File: config.mk
export PLATFORM = sky130hd
export DESIGN_NAME = mmc1_serial_loader
export DESIGN_NICKNAME = d
export VERILOG_FILES = /design/src/rtl/mmc1_serial_loader.sv
export SDC_FILE = /design/constraint.sdc
export NUM_CORES = 1
export LEC_CHECK = 0
export ABC_CLOCK_PERIOD_IN_PS = 3000
export CAP_MARGIN = 20
export CORE_MARGIN = 2
export CORE_UTILIZATION = 54
export CTS_CLUSTER_SIZE = 28
export DETAILED_ROUTE_END_ITERATION = 6
export GPL_TIMING_DRIVEN = 0
export PLACE_DENSITY_LB_ADDON = 0.25
export REMOVE_ABC_BUFFERS = 1
export SETUP_SLACK_MARGIN = 0.05
export SYNTH_ARGS = -nofsm -noshare
export SYNTH_HDL_FRONTEND = slang
export SYNTH_SLANG_ARGS = --single-unit
File: constraint.sdc
create_clock -name CLK -period 3 [get_ports CLK]
set_clock_uncertainty 0.1 [all_clocks]
set_input_delay 0.6 -clock CLK [delete_from_list [all_inputs] [get_ports CLK]]
set_output_delay 0.6 -clock CLK [all_outputs]
set_load 0.02 [all_outputs]
File: src/rtl/mmc1_serial_loader.sv
// mmc1_serial_loader: oversampled MMC1 serial write port.
// Synchronises the CPU bus and detects writes to $8000-$FFFF. Runs the
// 5-bit shift / bit-7 reset sequence and issues one-clock load strobes
// to the bank register file.
// Optional: define MMC1_CONSEC_WRITE_FILTER_EN to drop a write that
// lands in the M2 cycle right after a committed write (D7=1 still honoured).
//
// state   | meaning
// IDLE    | waiting for a synced M2-high ROM write
// CAPTURE | M2 high, re-latching A14/A13/D0/D7 every clock
// COMMIT  | one clock, applies the latched write
// HOLDOFF | bus settle, M2 ignored for HOLDOFF_CYCLES clocks
module mmc1_serial_loader #(
  parameter int SYNC_STAGES    = 2,
  parameter int HOLDOFF_CYCLES = 4
) (
  input  logic       CLK,
  input  logic       RST,
  input  logic       CPU_M2,
  input  logic       nCPU_ROMSEL,
  input  logic       nCPU_RW,
  input  logic       CPU_A13,
  input  logic       CPU_A14,
  input  logic       CPU_D0,
  input  logic       CPU_D7,
  output logic       REG_WE,
  output logic [1:0] REG_SEL,
  output logic [4:0] REG_DATA,
  output logic       CTRL_FORCE,
  output logic [2:0] SHIFT_CNT
);

  localparam int HOLD_W = (HOLDOFF_CYCLES > 1) ? $clog2(HOLDOFF_CYCLES) : 1;

  typedef enum logic [1:0] {IDLE, CAPTURE, COMMIT, HOLDOFF} state_t;

  state_t state, state_next;

  logic [SYNC_STAGES-1:0] m2_sync, romsel_sync, rw_sync;
  logic              m2_s, romsel_s, rw_s, qualify;
  logic              a13_l, a14_l, d0_l, d7_l;
  logic [4:0]        shift;
  logic [HOLD_W-1:0] hold_cnt;
  logic              drop;

  assign m2_s     = m2_sync[SYNC_STAGES-1];
  assign romsel_s = romsel_sync[SYNC_STAGES-1];
  assign rw_s     = rw_sync[SYNC_STAGES-1];
  assign qualify  = m2_s & ~romsel_s & ~rw_s;

  // Bring the asynchronous bus strobes into the CLK domain.
  always_ff @(posedge CLK or posedge RST) begin
    if (RST) begin
      m2_sync     <= '0;
      romsel_sync <= '0;
      rw_sync     <= '0;
    end else begin
      m2_sync     <= {m2_sync[SYNC_STAGES-2:0], CPU_M2};
      romsel_sync <= {romsel_sync[SYNC_STAGES-2:0], nCPU_ROMSEL};
      rw_sync     <= {rw_sync[SYNC_STAGES-2:0], nCPU_RW};
    end
  end

  // State register.
  always_ff @(posedge CLK or posedge RST) begin
    if (RST) state <= IDLE;
    else     state <= state_next;
  end

  // Next-state logic; the M2 fall takes priority over ROMSEL rising with it.
  always_comb begin
    state_next = state;
    case (state)
      IDLE:    if (qualify) state_next = CAPTURE;
      CAPTURE: begin
        if (!m2_s)                   state_next = COMMIT;
        else if (rw_s || romsel_s)   state_next = IDLE;
      end
      COMMIT:  state_next = HOLDOFF;
      HOLDOFF: if (hold_cnt == '0) state_next = IDLE;
      default: state_next = IDLE;
    endcase
  end

  // Raw address/data are sampled only while synced M2 is high; last sample wins.
  always_ff @(posedge CLK or posedge RST) begin
    if (RST) begin
      a13_l <= 1'b0;
      a14_l <= 1'b0;
      d0_l  <= 1'b0;
      d7_l  <= 1'b0;
    end else if ((state == IDLE && qualify) || (state == CAPTURE && m2_s)) begin
      a13_l <= CPU_A13;
      a14_l <= CPU_A14;
      d0_l  <= CPU_D0;
      d7_l  <= CPU_D7;
    end
  end

`ifdef MMC1_CONSEC_WRITE_FILTER_EN
  logic last_commit, discard;

  // Any M2-high phase seen without a write clears the back-to-back flag.
  always_ff @(posedge CLK or posedge RST) begin
    if (RST) begin
      last_commit <= 1'b0;
      discard     <= 1'b0;
    end else begin
      case (state)
        IDLE: begin
          if (qualify)   discard     <= last_commit;
          else if (m2_s) last_commit <= 1'b0;
        end
        CAPTURE: if (m2_s && (rw_s || romsel_s)) last_commit <= 1'b0;
        COMMIT:  last_commit <= 1'b1;
        default: ;
      endcase
    end
  end

  assign drop = discard & ~d7_l;
`else
  assign drop = 1'b0;
`endif

  // Commit actions, strobes and holdoff down-counter.
  always_ff @(posedge CLK or posedge RST) begin
    if (RST) begin
      shift      <= 5'b10000;
      SHIFT_CNT  <= 3'd0;
      REG_WE     <= 1'b0;
      REG_SEL    <= 2'd0;
      REG_DATA   <= 5'd0;
      CTRL_FORCE <= 1'b0;
      hold_cnt   <= '0;
    end else begin
      REG_WE     <= 1'b0;
      CTRL_FORCE <= 1'b0;
      if (state == COMMIT) begin
        hold_cnt <= HOLD_W'(HOLDOFF_CYCLES - 1);
        if (!drop) begin
          if (d7_l) begin
            shift      <= 5'b10000;
            SHIFT_CNT  <= 3'd0;
            CTRL_FORCE <= 1'b1;
          end else if (!shift[0]) begin
            shift     <= {d0_l, shift[4:1]};
            SHIFT_CNT <= SHIFT_CNT + 3'd1;
          end else begin
            REG_DATA  <= {d0_l, shift[4:1]};
            REG_SEL   <= {a14_l, a13_l};
            REG_WE    <= 1'b1;
            shift     <= 5'b10000;
            SHIFT_CNT <= 3'd0;
          end
        end
      end else if (state == HOLDOFF && hold_cnt != '0) begin
        hold_cnt <= hold_cnt - 1'b1;
      end
    end
  end

endmodule

==> run summary, run 1 <==
flop-to-flop setup slack - 1.27 ns
Worst path slowest cell - clkdlybuf4s50_1
Die Ht - 50.7 um
Fin. Hold Viols - 0
clock transition at the registers of the reported paths - 0.09 ns
area share of the leading cell type in the synthesized netlist - 63.6%
routability cong. - 0.716
CTS tree - built
post-synthesis cell type count - 22
crit path max fanout - 4
Fin Setup TNS - 0 ns
dpl ws - 1.25 ns
Worst-Margin Slew - 0.629 ns
worst path bufs/invs - 1
Detail Placement HPWL - 1360 um
Max VDD drop - 520 uV
first-pass GRT wire length - 3370 um
PostCTS Resize Cnt - 0
# clock sinks - 31
status - finished, final reports clean
Synth Warn # - 0
Tcrit/Tclk final - 68.3%
1st-pass router iterations - 2
crit path cell chain - clkdlybuf4s50_1
Slew headroom - 57.6%
fmax - 488 MHz
die area - 2580 um^2
Vias - 712
# DRC - 0
root buffer cell - clkbuf_4
Synth Register Bits - 31
Mapped Cells - 87
Seq/Total Area, Yosys - 65.9%
overall die width - 50.7 um
Overflow after GRT - 0
startpoint types - register
htree depth - 2
post-route ant nets - 0
top cells by area, synth - dfrtp_1 64%, mux2_2 8.6%, o21ai_0 3.4%
area grow syn2layout - 25.3%
Mapped Area - 1180 um^2
CP required - 2.30 ns
Total Power - 1.32 mW
Tot GR Track Use - 19.1%
CP arrival - 1.35 ns
class of the worst hold path - register to register
# Max-Cap Violations - 0
Starting Density - 58.9%
1st-iter DRT viols - 14
Avg WL per Cell - 13.4 um
RSZ-0062 raised after global routing - false
fin util - 73.9%
Core Region - 2000 um^2
NumNets Final - 124
synthesized area per cell - 13.6 um^2
Longest Clk Path Bufs - 2
Final Slew Violations - 0
IO buf count - 20
Crit path max-delay family - buffers and inverters
CP endpoint kind - output port
Final Setup Violations - 0
DR vias/cell - 5.05
post-layout minimum cycle time - 2.05 ns
post-synth top area cell - dfrtp_1
CP max stage delay - 0.62 ns
Ports - 21
CTS hold repair buffers - 0
final wirelength - 1880 um
Setup CP Type - register to output port
clk_lat worst skew - 0.32 ns
Post-CTS Setup Repair Bufs - 0
Antenna Cells - 0
Power Density - 889 nW/um^2
commonest non-fill, non-tap cell in the layout - dfrtp_1
CTS Buf Count - 5
most frequent cells in the layout - 30 x dfrtp_1, 20 x clkdlybuf4s50_1, 9 x mux2_2, 8 x o21ai_0, 6 x inv_1
Leak - 0.691 nW
largest net degree at the start of global routing - 18
Setup WS post-layout - 0.952 ns
# rows - 16
layout cells sized above 1 - 16.7%
vias in the first global route - 740
initial antenna violation count - 0
-- cell type report --
cell class | count | area, um^2
fill | 141 | 523
timing repair buffer | 21 | 228
clock inverter | 1 | 5.00
clock buffer | 7 | 45.0
tap | 27 | 33.8
inverter | 6 | 22.5
sequential | 31 | 777
multi-input combinational | 48 | 368
-- worst paths after layout --
check	start	to	cells after the start
worst min-delay path	romsel_sync[0]	romsel_sync[1]	0
worst max register to register	register	REG_SEL[0]	3
max in group asynchronous	RST	shift[4]	3
min in group asynchronous	RST	shift[2]	2
worst max-delay path	SHIFT_CNT[0]	SHIFT_CNT[0]	1
worst min register to register	romsel_sync[0]	romsel_sync[1]	0
-- per-layer routing --
metal  share of wire (%)  global-route usage (%)  vias to the layer above
met5                   0                       0                        -
met2                  50                    29.8                       20
met3                 6.1                    7.14                        2
met4                0.74                    9.46                        0
li1                    -                       -                      351
met1                  43                    23.4                      339
-- stage by stage --
step | cell area, um^2 | hold WS, ns | instances
2_1_floorplan | 1170 | 0.231 | 85
3_3_place_gp | 1400 | 0.234 | 132
3_5_place_dp | 1430 | 0.236 | 133
4_1_cts | 1480 | 0.257 | 141
5_1_grt | 1480 | 0.271 | 141
6_report | 1480 | 0.255 | 141
-- logic make-up after synthesis --
| kind of cell | synth area share, % |
|---|---|
| AND/OR/NAND/NOR | 10.2 |
| multiplexers | 10.5 |
| buffers and inverters | 2.97 |
| adder cells (fa/ha/maj) | 2.12 |
| AO/OA/AOI/OAI | 8.38 |
| flip-flops | 65.9 |
-- state kept, by name (all words and copies together) (netlist names), named ones only --
name,cells
state,1
REG_SEL,2
hold_cnt,2
shift,5
d7_l,1
d0_l,1
a13_l,1
SHIFT_CNT,3
a14_l,1
REG_DATA,5
m2_sync,2
CTRL_FORCE,1
REG_WE,1
romsel_sync,2
rw_sync,2
-- synthesized netlist by cell type --
cell,instances
dfrtp_1,30
mux2_2,9
o21ai_0,8
inv_1,6
nand2_1,5
a22o_1,4
nor2_1,4
a21oi_1,3
ha_1,2
mux2_1,2
nand2b_1,2
nand3b_1,2
a2bb2oi_1,1
buf_2,1
buf_4,1
dfstp_2,1
nand2b_4,1
nor2b_1,1
nor3_1,1
nor3b_4,1
nor4b_1,1
or3_1,1
-- where the power goes --
group          leakage [nW]  internal [mW]  switching, mW
clock                0.0293         0.0911          0.124
combinational         0.276          0.232          0.205
sequential            0.385          0.551          0.113
total                 0.691          0.873          0.442
Note: power is estimated with default switching activity, not from simulation.
==> run 2, diff against run 1 <==
ABC_CLOCK_PERIOD_IN_PS = 1900   (was 3000)
CORE_UTILIZATION = 50   (was 54)
clock period = 1.9 ns   (was 3 ns; I/O delays follow)
==> run summary, run 2 (same netlist as run 1, synthesis figures left out) <==
CTS Buf Count - 5
class of the worst hold path - register to register
CP endpoint kind - output port
htree depth - 2
CTS hold repair buffers - 0
Fin. Hold Viols - 0
DR vias/cell - 5.06
die area - 2760 um^2
IO buf count - 20
CTS tree - built
Fin Setup TNS - 0 ns
Power Density - 1480 nW/um^2
path depth of the worst reg2reg path - 4
Avg WL per Cell - 13.1 um
Leak - 0.735 nW
crit path max fanout - 3
1st-iter DRT viols - 7
Hold Path Depth - 0
crit path cell chain - clkdlybuf4s50_1
startpoint types - register
fillers - 157
Tot GR Track Use - 17.3%
Max VDD drop - 950 uV
NumNets Final - 126
CP required - 1.42 ns
Regs by FF count - REG_DATA: 5 flops, shift: 5 flops, SHIFT_CNT: 3 flops
Post-Place Cell Area - 1420 um^2
Die Ht - 52.6 um
initial antenna violation count - 0
commonest non-fill, non-tap cell in the layout - dfrtp_1
Final Slew Violations - 0
routability cong. - 0.706
post-layout minimum cycle time - 1.78 ns
status - finished, final reports clean
CP arrival - 1.30 ns
root buffer cell - clkbuf_4
RSZ-0062 raised after global routing - false
area grow syn2layout - 29.2%
Setup CP Type - register to output port
Vias - 729
clock transition at the registers of the reported paths - 0.09 ns
fin area - 1520 um^2
vias in the first global route - 776
layout cells sized above 1 - 19.8%
final wirelength - 1880 um
Starting Density - 53.3%
Detail Placement HPWL - 1370 um
first-pass GRT wire length - 3210 um
CP max stage delay - 0.61 ns
1st-pass router iterations - 4
Slew headroom - 57.8%
# DRC - 0
# Max-Cap Violations - 0
largest net degree at the start of global routing - 17
worst path bufs/invs - 1
# clock sinks - 31
Ports - 21
Worst-Margin Slew - 0.627 ns
Antenna Cells - 0
Overflow after GRT - 0
Worst path slowest cell - clkdlybuf4s50_1
Core Region - 2210 um^2
CP Depth - 1
Final Setup Violations - 0
most frequent cells in the layout - 30 x dfrtp_1, 18 x clkdlybuf4s50_1, 9 x mux2_2, 8 x o21ai_0, 6 x inv_1
Crit path max-delay family - buffers and inverters
overall die width - 52.6 um
Tcrit/Tclk final - 93.8%
clk_lat worst skew - 0.31 ns
Longest Clk Path Bufs - 2
fmax - 561 MHz
# rows - 17
post-route ant nets - 0
run 2: cell types whose count changed in the layout (fill, tap and decap cells not counted), sizes merged:
cell | before | now
buf | 1 | 3
bufinv | 0 | 1
clkbuf | 7 | 6
clkdlybuf4s50 | 20 | 18
dlymetal6s2s | 0 | 2
run 2: path summary, 6_finish.rpt:
path	from	to	slack, ns
worst max-delay path	SHIFT_CNT[1]	SHIFT_CNT[1]	0.12
max in group asynchronous	RST	shift[4]	0.79
min in group asynchronous	RST	d7_l	0.32
worst min register to register	m2_sync[0]	m2_sync[1]	0.26
worst max register to register	register	REG_DATA[2]	0.26
worst min-delay path	m2_sync[0]	m2_sync[1]	0.26
run 2: cell type report:
class	count	area, um^2	share of cell area [%]
Multi-Input combinational cell	48	368	24.1
Clock buffer	6	51.3	3.37
Clock inverter	2	35.0	2.30
Sequential cell	31	777	51.0
Inverter	6	22.5	1.48
Timing Repair Buffer	23	235	15.4
Tap cell	28	35.0	2.30
run 2: where the power goes:
group / internal (mW) / total, mW / switching (mW)
combinational: 0.360 / 0.687 / 0.328
sequential: 0.869 / 1.04 / 0.175
clock: 0.311 / 0.518 / 0.208
run 2: stage by stage:
stage	power (mW)	hold WS (ns)	instances	setup WS, ns	utilization (%)
3_5_place_dp	1.75	0.242	134	0.148	64.1
5_1_grt	2.40	0.282	144	0.0604	68.9
2_1_floorplan	1.47	0.231	85	0.365	-
6_report	2.25	0.265	144	0.118	68.9
4_1_cts	2.28	0.271	142	0.0740	68.0
3_3_place_gp	1.70	0.232	133	0.0885	63.4
run 2: routing by layer:
| metal | global-route usage, % | vias to the layer above | part of all wire, % |
|---|---|---|---|
| met3 | 5.14 | 4 | 4.2 |
| met1 | 20.4 | 353 | 44 |
| met2 | 27.1 | 15 | 50 |
| li1 | - | 357 | - |
| met5 | 0 | - | 0 |
| met4 | 11.5 | 0 | 1.7 |
run 2: repair_timing:
| action | CTS | global route |
|---|---|---|
| endpoints found under the setup margin | 0 | 8 |
| buffers inserted | 0 | 2 |
| gates resized for setup | 0 | 2 |
